<file path="config.mk">
export PLATFORM = sky130hd
export DESIGN_NAME = ps2_kb2ascii
export DESIGN_NICKNAME = d
export VERILOG_FILES = /design/src/rtl/kb_pkg.sv /design/src/rtl/kb2ascii_lut.sv /design/src/rtl/ps2_kb2ascii.sv
export SDC_FILE = /design/constraint.sdc
export NUM_CORES = 1
export LEC_CHECK = 0
export ABC_AREA = 1
export CAP_MARGIN = 20
export CORE_MARGIN = 8
export CORE_UTILIZATION = 40
export DETAILED_ROUTE_END_ITERATION = 10
export GPL_ROUTABILITY_DRIVEN = 0
export GPL_TIMING_DRIVEN = 0
export PLACE_DENSITY_LB_ADDON = 0.05
export RECOVER_POWER = 50
export SLEW_MARGIN = 30
export SYNTH_ARGS = -nofsm -noshare
export SYNTH_HDL_FRONTEND = slang
export SYNTH_SLANG_ARGS = --single-unit
</file>
<file path="constraint.sdc">
create_clock -name clk -period 5.17 [get_ports clk]
set_input_delay 1.2925 -clock clk [delete_from_list [all_inputs] [get_ports clk]]
set_output_delay 1.2925 -clock clk [all_outputs]
set_load 0.03 [all_outputs]
</file>
<file path="src/rtl/kb_pkg.sv">
// Shared keyboard definitions: set-2 scan codes, ASCII control characters,
// the PS/2 frame layout and the frame acceptance check.
package kb_pkg;

  localparam logic [7:0] SC_SHIFT = 8'h12;
  localparam logic [7:0] SC_CTRL  = 8'h14;
  localparam logic [7:0] SC_CAPS  = 8'h58;
  localparam logic [7:0] SC_BREAK = 8'hF0;
  localparam logic [7:0] SC_EXT   = 8'hE0;
  localparam logic [7:0] SC_UP    = 8'h75;
  localparam logic [7:0] SC_DOWN  = 8'h72;
  localparam logic [7:0] SC_LEFT  = 8'h6B;
  localparam logic [7:0] SC_RIGHT = 8'h74;

  localparam logic [7:0] SC_SPACE = 8'h29;
  localparam logic [7:0] SC_ENTER = 8'h5A;
  localparam logic [7:0] SC_BKSP  = 8'h66;
  localparam logic [7:0] SC_TAB   = 8'h0D;
  localparam logic [7:0] SC_ESC   = 8'h76;

  localparam logic [7:0] ASCII_NUL   = 8'h00;
  localparam logic [7:0] ASCII_BS    = 8'h08;
  localparam logic [7:0] ASCII_TAB   = 8'h09;
  localparam logic [7:0] ASCII_CR    = 8'h0D;
  localparam logic [7:0] ASCII_ESC   = 8'h1B;
  localparam logic [7:0] ASCII_SPACE = 8'h20;

  // First ten bits of a frame as they sit in the receive shift register
  // (start bit arrives first and ends up in the LSB).
  typedef struct packed {
    logic       parity;
    logic [7:0] data;
    logic       start;
  } ps2_frame_t;

  function automatic logic frame_ok(input ps2_frame_t f, input logic stop_bit,
                                    input logic check_parity);
    return !f.start && stop_bit && (!check_parity || (^{f.data, f.parity}));
  endfunction

endpackage

</file>
<file path="src/rtl/kb2ascii_lut.sv">
// Registered set-2 scan-code to ASCII translation honouring shift and
// caps-lock; unmapped codes produce 0x00.
module kb2ascii_lut
  import kb_pkg::*;
(
  input  logic       clk,
  input  logic       clrn,
  input  logic [7:0] code_in,
  input  logic       is_shift,
  input  logic       is_capital,
  output logic [7:0] ascii
);

  logic [7:0] ascii_d, ascii_q;

  // NOTE: every variable assigned in always_comb gets a default first, so no latch is inferred.
  always_comb begin
    ascii_d = ASCII_NUL;
    case (code_in)
      8'h1C: ascii_d = 8'h61;  8'h32: ascii_d = 8'h62;  8'h21: ascii_d = 8'h63;
      8'h23: ascii_d = 8'h64;  8'h24: ascii_d = 8'h65;  8'h2B: ascii_d = 8'h66;
      8'h34: ascii_d = 8'h67;  8'h33: ascii_d = 8'h68;  8'h43: ascii_d = 8'h69;
      8'h3B: ascii_d = 8'h6A;  8'h42: ascii_d = 8'h6B;  8'h4B: ascii_d = 8'h6C;
      8'h3A: ascii_d = 8'h6D;  8'h31: ascii_d = 8'h6E;  8'h44: ascii_d = 8'h6F;
      8'h4D: ascii_d = 8'h70;  8'h15: ascii_d = 8'h71;  8'h2D: ascii_d = 8'h72;
      8'h1B: ascii_d = 8'h73;  8'h2C: ascii_d = 8'h74;  8'h3C: ascii_d = 8'h75;
      8'h2A: ascii_d = 8'h76;  8'h1D: ascii_d = 8'h77;  8'h22: ascii_d = 8'h78;
      8'h35: ascii_d = 8'h79;  8'h1A: ascii_d = 8'h7A;
      8'h45: ascii_d = is_shift ? 8'h29 : 8'h30;
      8'h16: ascii_d = is_shift ? 8'h21 : 8'h31;
      8'h1E: ascii_d = is_shift ? 8'h40 : 8'h32;
      8'h26: ascii_d = is_shift ? 8'h23 : 8'h33;
      8'h25: ascii_d = is_shift ? 8'h24 : 8'h34;
      8'h2E: ascii_d = is_shift ? 8'h25 : 8'h35;
      8'h36: ascii_d = is_shift ? 8'h5E : 8'h36;
      8'h3D: ascii_d = is_shift ? 8'h26 : 8'h37;
      8'h3E: ascii_d = is_shift ? 8'h2A : 8'h38;
      8'h46: ascii_d = is_shift ? 8'h28 : 8'h39;
      8'h0E: ascii_d = is_shift ? 8'h7E : 8'h60;
      8'h4E: ascii_d = is_shift ? 8'h5F : 8'h2D;
      8'h55: ascii_d = is_shift ? 8'h2B : 8'h3D;
      8'h54: ascii_d = is_shift ? 8'h7B : 8'h5B;
      8'h5B: ascii_d = is_shift ? 8'h7D : 8'h5D;
      8'h5D: ascii_d = is_shift ? 8'h7C : 8'h5C;
      8'h4C: ascii_d = is_shift ? 8'h3A : 8'h3B;
      8'h52: ascii_d = is_shift ? 8'h22 : 8'h27;
      8'h41: ascii_d = is_shift ? 8'h3C : 8'h2C;
      8'h49: ascii_d = is_shift ? 8'h3E : 8'h2E;
      8'h4A: ascii_d = is_shift ? 8'h3F : 8'h2F;
      SC_SPACE: ascii_d = ASCII_SPACE;
      SC_ENTER: ascii_d = ASCII_CR;
      SC_BKSP:  ascii_d = ASCII_BS;
      SC_TAB:   ascii_d = ASCII_TAB;
      SC_ESC:   ascii_d = ASCII_ESC;
      default:  ascii_d = ASCII_NUL;
    endcase
    // Only the letter rows produce a..z, so the case fold can key off the value.
    if (ascii_d >= 8'h61 && ascii_d <= 8'h7A && (is_capital ^ is_shift))
      ascii_d = ascii_d - 8'h20;
  end

  // NOTE: sequential state uses non-blocking assignments only.
  always_ff @(posedge clk or negedge clrn) begin
    if (!clrn) ascii_q <= ASCII_NUL;
    else       ascii_q <= ascii_d;
  end

  assign ascii = ascii_q;

endmodule

</file>
<file path="src/rtl/ps2_kb2ascii.sv">
// PS/2 receiver, scan-code FIFO with ready/nextdata_n pop and ASCII lookup.
// Define PS2_PARITY_CHECK_EN to also reject frames with bad odd parity.
module ps2_kb2ascii
  import kb_pkg::*;
#(
  parameter int FIFO_DEPTH  = 8,
  parameter int SYNC_STAGES = 3
) (
  input  logic       clk,
  input  logic       clrn,
  input  logic       ps2_clk,
  input  logic       ps2_dat,
  output logic [7:0] data,
  output logic       ready,
  input  logic       nextdata_n,
  output logic       overflow,
  input  logic [7:0] code_in,
  input  logic       is_shift,
  input  logic       is_capital,
  output logic [7:0] ascii
);

  localparam int AW = $clog2(FIFO_DEPTH);
`ifdef PS2_PARITY_CHECK_EN
  localparam logic PARITY_EN = 1'b1;
`else
  localparam logic PARITY_EN = 1'b0;
`endif

  logic [SYNC_STAGES-1:0] clk_sync_q, clk_sync_d, dat_sync_q, dat_sync_d;
  logic                   clk_prev_q, clk_prev_d;
  logic [3:0]             bit_cnt_q, bit_cnt_d;
  logic [9:0]             shift_q, shift_d;
  logic [AW-1:0]          w_ptr_q, w_ptr_d, r_ptr_q, r_ptr_d;
  logic                   overflow_q, overflow_d;
  logic [7:0]             mem [FIFO_DEPTH];

  logic       ps2_clk_s, ps2_dat_s, fall, push_req, push, pop, full;
  ps2_frame_t frame;

  assign ps2_clk_s = clk_sync_q[SYNC_STAGES-1];
  assign ps2_dat_s = dat_sync_q[SYNC_STAGES-1];
  assign frame     = ps2_frame_t'(shift_q);
  assign ready     = (r_ptr_q != w_ptr_q);
  assign full      = ((w_ptr_q + AW'(1)) == r_ptr_q);
  assign pop       = !nextdata_n && ready;
  assign push      = push_req && !full;
  assign data      = ready ? mem[r_ptr_q] : 8'h00;
  assign overflow  = overflow_q;

  always_comb begin
    clk_sync_d = {clk_sync_q[SYNC_STAGES-2:0], ps2_clk};
    dat_sync_d = {dat_sync_q[SYNC_STAGES-2:0], ps2_dat};
    clk_prev_d = ps2_clk_s;
    fall       = clk_prev_q && !ps2_clk_s;
    bit_cnt_d  = bit_cnt_q;
    shift_d    = shift_q;
    push_req   = 1'b0;
    if (fall) begin
      if (bit_cnt_q == 4'd10) begin
        // Stop bit is taken live; the other ten bits are already shifted in.
        bit_cnt_d = 4'd0;
        push_req  = frame_ok(frame, ps2_dat_s, PARITY_EN);
      end else begin
        bit_cnt_d = bit_cnt_q + 4'd1;
        shift_d   = {ps2_dat_s, shift_q[9:1]};
      end
    end
    w_ptr_d    = push ? w_ptr_q + AW'(1) : w_ptr_q;
    r_ptr_d    = pop  ? r_ptr_q + AW'(1) : r_ptr_q;
    overflow_d = overflow_q || (push_req && full);
  end

  always_ff @(posedge clk or negedge clrn) begin
    if (!clrn) begin
      clk_sync_q <= '1;
      dat_sync_q <= '1;
      clk_prev_q <= 1'b1;
      bit_cnt_q  <= '0;
      shift_q    <= '0;
      w_ptr_q    <= '0;
      r_ptr_q    <= '0;
      overflow_q <= 1'b0;
    end else begin
      clk_sync_q <= clk_sync_d;
      dat_sync_q <= dat_sync_d;
      clk_prev_q <= clk_prev_d;
      bit_cnt_q  <= bit_cnt_d;
      shift_q    <= shift_d;
      w_ptr_q    <= w_ptr_d;
      r_ptr_q    <= r_ptr_d;
      overflow_q <= overflow_d;
    end
  end

  // NOTE: the storage array is not reset; data is masked to 0x00 while empty.
  always_ff @(posedge clk) begin
    if (push) mem[w_ptr_q] <= frame.data;
  end

  kb2ascii_lut u_lut (
    .clk       (clk),
    .clrn      (clrn),
    .code_in   (code_in),
    .is_shift  (is_shift),
    .is_capital(is_capital),
    .ascii     (ascii)
  );

endmodule

</file>
==> reports/results.md <==
| Group | Quantity | This run |
|---|---|---|
| run status | Result of the run | complete, no violations |
| cells and area | Synth-to-Final Area Change | 17.2% |
| flow run | Total of max-cap violations | 0 |
| clock network | Clock Root Buffer | sky130_fd_sc_hd__clkbuf_16 |
| pwr | Total power consumption of the routed design | 2.64 mW |
| setup path | Critical path data required time | 3880 ps |
| global route | Number of antenna violations at the first check in global routing | 0 |
| yosys | Share of Yosys cell area claimed by the top area cell type | 37.6% |
| place | Quantity of I/O buffers inserted on ports | 32 |
| worst hold path | Instance count along the most critical hold path | 0 |
| clock network | Maximum count of clock buffers along a single path | 2 |
| timing | Final count of hold timing violations | 0 |
| clock network | Sinks on Clock Net | 100 |
| cells and area | Non-filler cells in the finished layout | 825 |
| setup path | Number of stages on the worst setup path | 8 |
| die | Top-level port count | 33 |
| timing | Unrepaired setup endpoints after global routing | false |
| global route | Vias in the first global route | 4116 |
| pwr | Portion of total power attributed to sequential cells | 40.2% |
| routing | DRC errors left | 0 |
| setup path | Reg2reg start | r_ptr_q[1] |
| clock network | Resize count post-CTS | 0 |
| clock network | Hold Buf Count CTS | 0 |
| place | Detailed-placement wirelength estimate | 9260 µm |
| clock network | Clk pin slew, worst setup/hold paths | 70 ps |
| timing | Final-layout setup total negative slack | 0 ps |
| yosys | Mapped Nets | 622 |
| cells and area | Diode count | 0 |
| place | Dpl cell area | 5700 µm² |
| setup path | Register-to-register setup slack | 2430 ps |
| routing | Total via count in the routed design | 4134 |
| routing | Via-per-instance ratio | 5.01 |
| cells and area | Utilization after layout | 47.6% |
| routing | Number of DRC markers after the initial detailed-route iteration | 322 |
| setup path | Critical Path Sink Type | output port |
| die | Number of placement rows | 41 |
| global route | Gr ovfl total | 0 |
| setup path | Cells traversed along the worst timing path | clkbuf_1 > inv_1 > clkbuf_1 > o21ai_0 > o22ai_1 > o21ai_0 > a31oi_1 > clkdlybuf4s50_1 |
| routing | Drt pass-1 iters | 5 |
| place | Setup Slack @ Placement | 1170 ps |
| timing | Fin crit share | 83.8% |
| clock network | Number of buffers inserted during clock tree synthesis | 9 |
| timing | Final worst slack | 839 ps |
| timing | Final hold slack | 357 ps |
| setup path | Crit path largest cell delay | 690 ps |
| clock network | Clock tree from TritonCTS | built |
| setup path | Critical-path cell with the highest stage delay | sky130_fd_sc_hd__clkdlybuf4s50_1 |
| timing | Number of max-slew violations in the final report | 0 |
| yosys | Number of synthesis warnings | 0 |
| yosys | Portion of the post-synthesis area used by sequential elements | 55.4% |
| pwr | Internal power of the cells | 1.66 mW |
| clock network | Number of buffers inserted by post-CTS setup repair | 0 |
| setup path | Worst endpoint data arrival time | 3040 ps |
| timing | Min Tclk post-route | 4330 ps |
| setup path | Depth of the worst register-to-register path | 9 |
| timing | Headroom to the max-slew limit | 12.6% |
| timing | Final setup vio count | 0 |
| cells and area | Final Net Count | 666 |
| clock network | CTS H-tree lvls | 3 |
| cells and area | Commonest non-fill, non-tap cells in the layout | 144 x sky130_fd_sc_hd__nand2_1, 125 x sky130_fd_sc_hd__nor2_1, 64 x sky130_fd_sc_hd__edfxtp_1 |
| setup path | Category of the worst setup path launch point | flip-flop |
| yosys | Most area-hungry cell type in the Yosys netlist | sky130_fd_sc_hd__edfxtp_1 |
| pwr | Share of total power in combinational logic | 34.3% |
| setup path | Crit-path leading delay family | buffers and inverters |
| routing | DRT Wirelength | 12700 µm |
| cells and area | Leading cell type in the layout, fill and taps excluded | sky130_fd_sc_hd__nand2_1 |
| pwr | Portion of total power attributed to the clock network | 25.5% |
| pwr | Switching share of power | 37.1% |
| yosys | Largest cells by area after synthesis | sky130_fd_sc_hd__edfxtp_1 38%, sky130_fd_sc_hd__dfrtp_1 14%, sky130_fd_sc_hd__nand2_1 11% |
| pwr | Net switching power | 0.978 mW |
| clock network | Clk_lat worst skew | 340 ps |
| global route | Total global routing track utilization | 16.2% |
| die | Initial core utilization | 40.6% |
| pwr | LEAKAGE | 2.61 nW |
| timing | Transition time at the pin with the least slew margin | 1310 ps |
| timing | Highest attainable clock frequency | 231 MHz |
| setup path | Largest fanout of any net on the critical path | 10 |
| yosys | Average cell area after synthesis | 8.46 µm² |
| cells and area | Final design area excluding fillers | 5990 µm² |
| setup path | Type of the setup path with the least slack | flip-flop to output port |
| die | Core ar. | 12600 µm² |
| routing | DRT antenna net count | 0 |
| setup path | Endpoint of the worst register-to-register path | mem[4][3] |
| setup path | Launching instance or port of the critical path | r_ptr_q[1] |
| yosys | Post-Syn Instances | 604 |
| yosys | Count of flip-flops with a built-in enable after synthesis | 64 |
| yosys | Predominant post-synthesis flop cell | sky130_fd_sc_hd__edfxtp_1 |
| yosys | Unique cell type count in the Yosys netlist | 34 |
| global route | Wire length of the first global-routing pass | 20800 µm |
| cells and area | Share of layout cells above drive strength 1 | 11.2% |
| die | Area of the die | 16600 µm² |
| routing | Average wire per standard cell | 15.3 µm |
| yosys | Mapped cell area | 5110 µm² |
| setup path | Critical Path Sink | data[6] |
| yosys | Flop and latch count out of synthesis | 100 |
| pwr | Power density normalized to cell area | 441 nW/µm² |
| yosys | Async set or reset register ratio after synthesis | 36.0% |
| die | Horizontal die dimension | 129 µm |
| timing | Post-Route Skew | 9.19 ps |
| global route | Pin count of the biggest net entering global routing | 27 |
| place | Count of placed standard cells including taps | 809 |
| setup path | Buffering stage count on the worst path with inverters included | 4 |
| worst hold path | Min-delay worst type | flip-flop to flip-flop |
| die | Die height | 129 µm |
| pwr | Largest vdd supply drop | 0.172 mV |
## final cells by class
class	instances	area [µm²]
repair buffers	33	318
clock inverters	5	41.3
plain buffers	19	83.8
inverters	49	184
flip-flops and latches	100	2830
clock buffers	11	264
well taps	172	215
multi-input cells	436	2050
fillers	1235	6580
## worst min-delay path by stage
stage / from / slack [ps] / endpoint
final: clk_sync_q[1] / 360 / clk_sync_q[2]
after global placement: clk_sync_q[1] / 350 / clk_sync_q[2]
after detailed placement: clk_sync_q[1] / 350 / clk_sync_q[2]
after global routing: clk_sync_q[0] / 370 / clk_sync_q[1]
after floorplan: clk_sync_q[0] / 350 / clk_sync_q[1]
after CTS: clk_sync_q[1] / 360 / clk_sync_q[2]
## synthesized netlist by cell type (3+ instances only)
cell / count
sky130_fd_sc_hd__nand2_1: 144
sky130_fd_sc_hd__nor2_1: 125
sky130_fd_sc_hd__edfxtp_1: 64
sky130_fd_sc_hd__o21ai_0: 51
sky130_fd_sc_hd__inv_1: 40
sky130_fd_sc_hd__dfrtp_1: 29
sky130_fd_sc_hd__nand3_1: 28
sky130_fd_sc_hd__clkbuf_1: 16
sky130_fd_sc_hd__nor2_2: 16
sky130_fd_sc_hd__a21oi_1: 10
sky130_fd_sc_hd__nor3_1: 9
sky130_fd_sc_hd__a31oi_1: 8
sky130_fd_sc_hd__inv_2: 8
sky130_fd_sc_hd__o22ai_1: 8
sky130_fd_sc_hd__dfstp_2: 7
sky130_fd_sc_hd__nand2_2: 7
sky130_fd_sc_hd__xor2_1: 6
sky130_fd_sc_hd__nand3_2: 5
sky130_fd_sc_hd__xnor2_1: 4
sky130_fd_sc_hd__ha_1: 3
sky130_fd_sc_hd__nand4_1: 3
## power groups by stage
stage	Sequential, mW	Clock, mW	Combinational (mW)
after floorplan	1.05	0	0.574
after global placement	1.08	0	0.908
after detailed placement	1.08	0	0.920
after CTS	1.06	0.684	0.923
after global routing	1.08	0.724	1.00
final	1.06	0.674	0.904
## cells by family (layout without fill, tap and decap cells)
group / Yosys count / after routing / share of synthesized area [%]
AO/OA/AOI/OAI: 80 / 80 / 8.35
flip-flops: 100 / 100 / 55.4
XOR/XNOR: 10 / 10 / 1.71
AND/OR/NAND/NOR: 342 / 342 / 28.3
adder cells (fa/ha/maj): 3 / 3 / 0.735
multiplexers: 1 / 1 / 0.220
buffers and inverters: 68 / 117 / 5.24
## registers in the layout (all words and copies together) (netlist names)
register / count
mem: 64
frame: 10
u_lut.ascii: 8
bit_cnt_q: 4
clk_sync_q: 3
dat_sync_q: 3
r_ptr_q: 3
w_ptr_q: 3
clk_prev_q: 1
overflow: 1
## routing by layer
layer / share of wire, % / track usage (%) / up-vias
li1: - / - / 2074
met1: 46 / 20.2 / 1955
met2: 47 / 27.2 / 80
met3: 3.6 / 3.35 / 25
met4: 2.6 / 5.67 / 0
met5: 0 / 0 / -
Note: power is estimated with default switching activity, not from simulation.
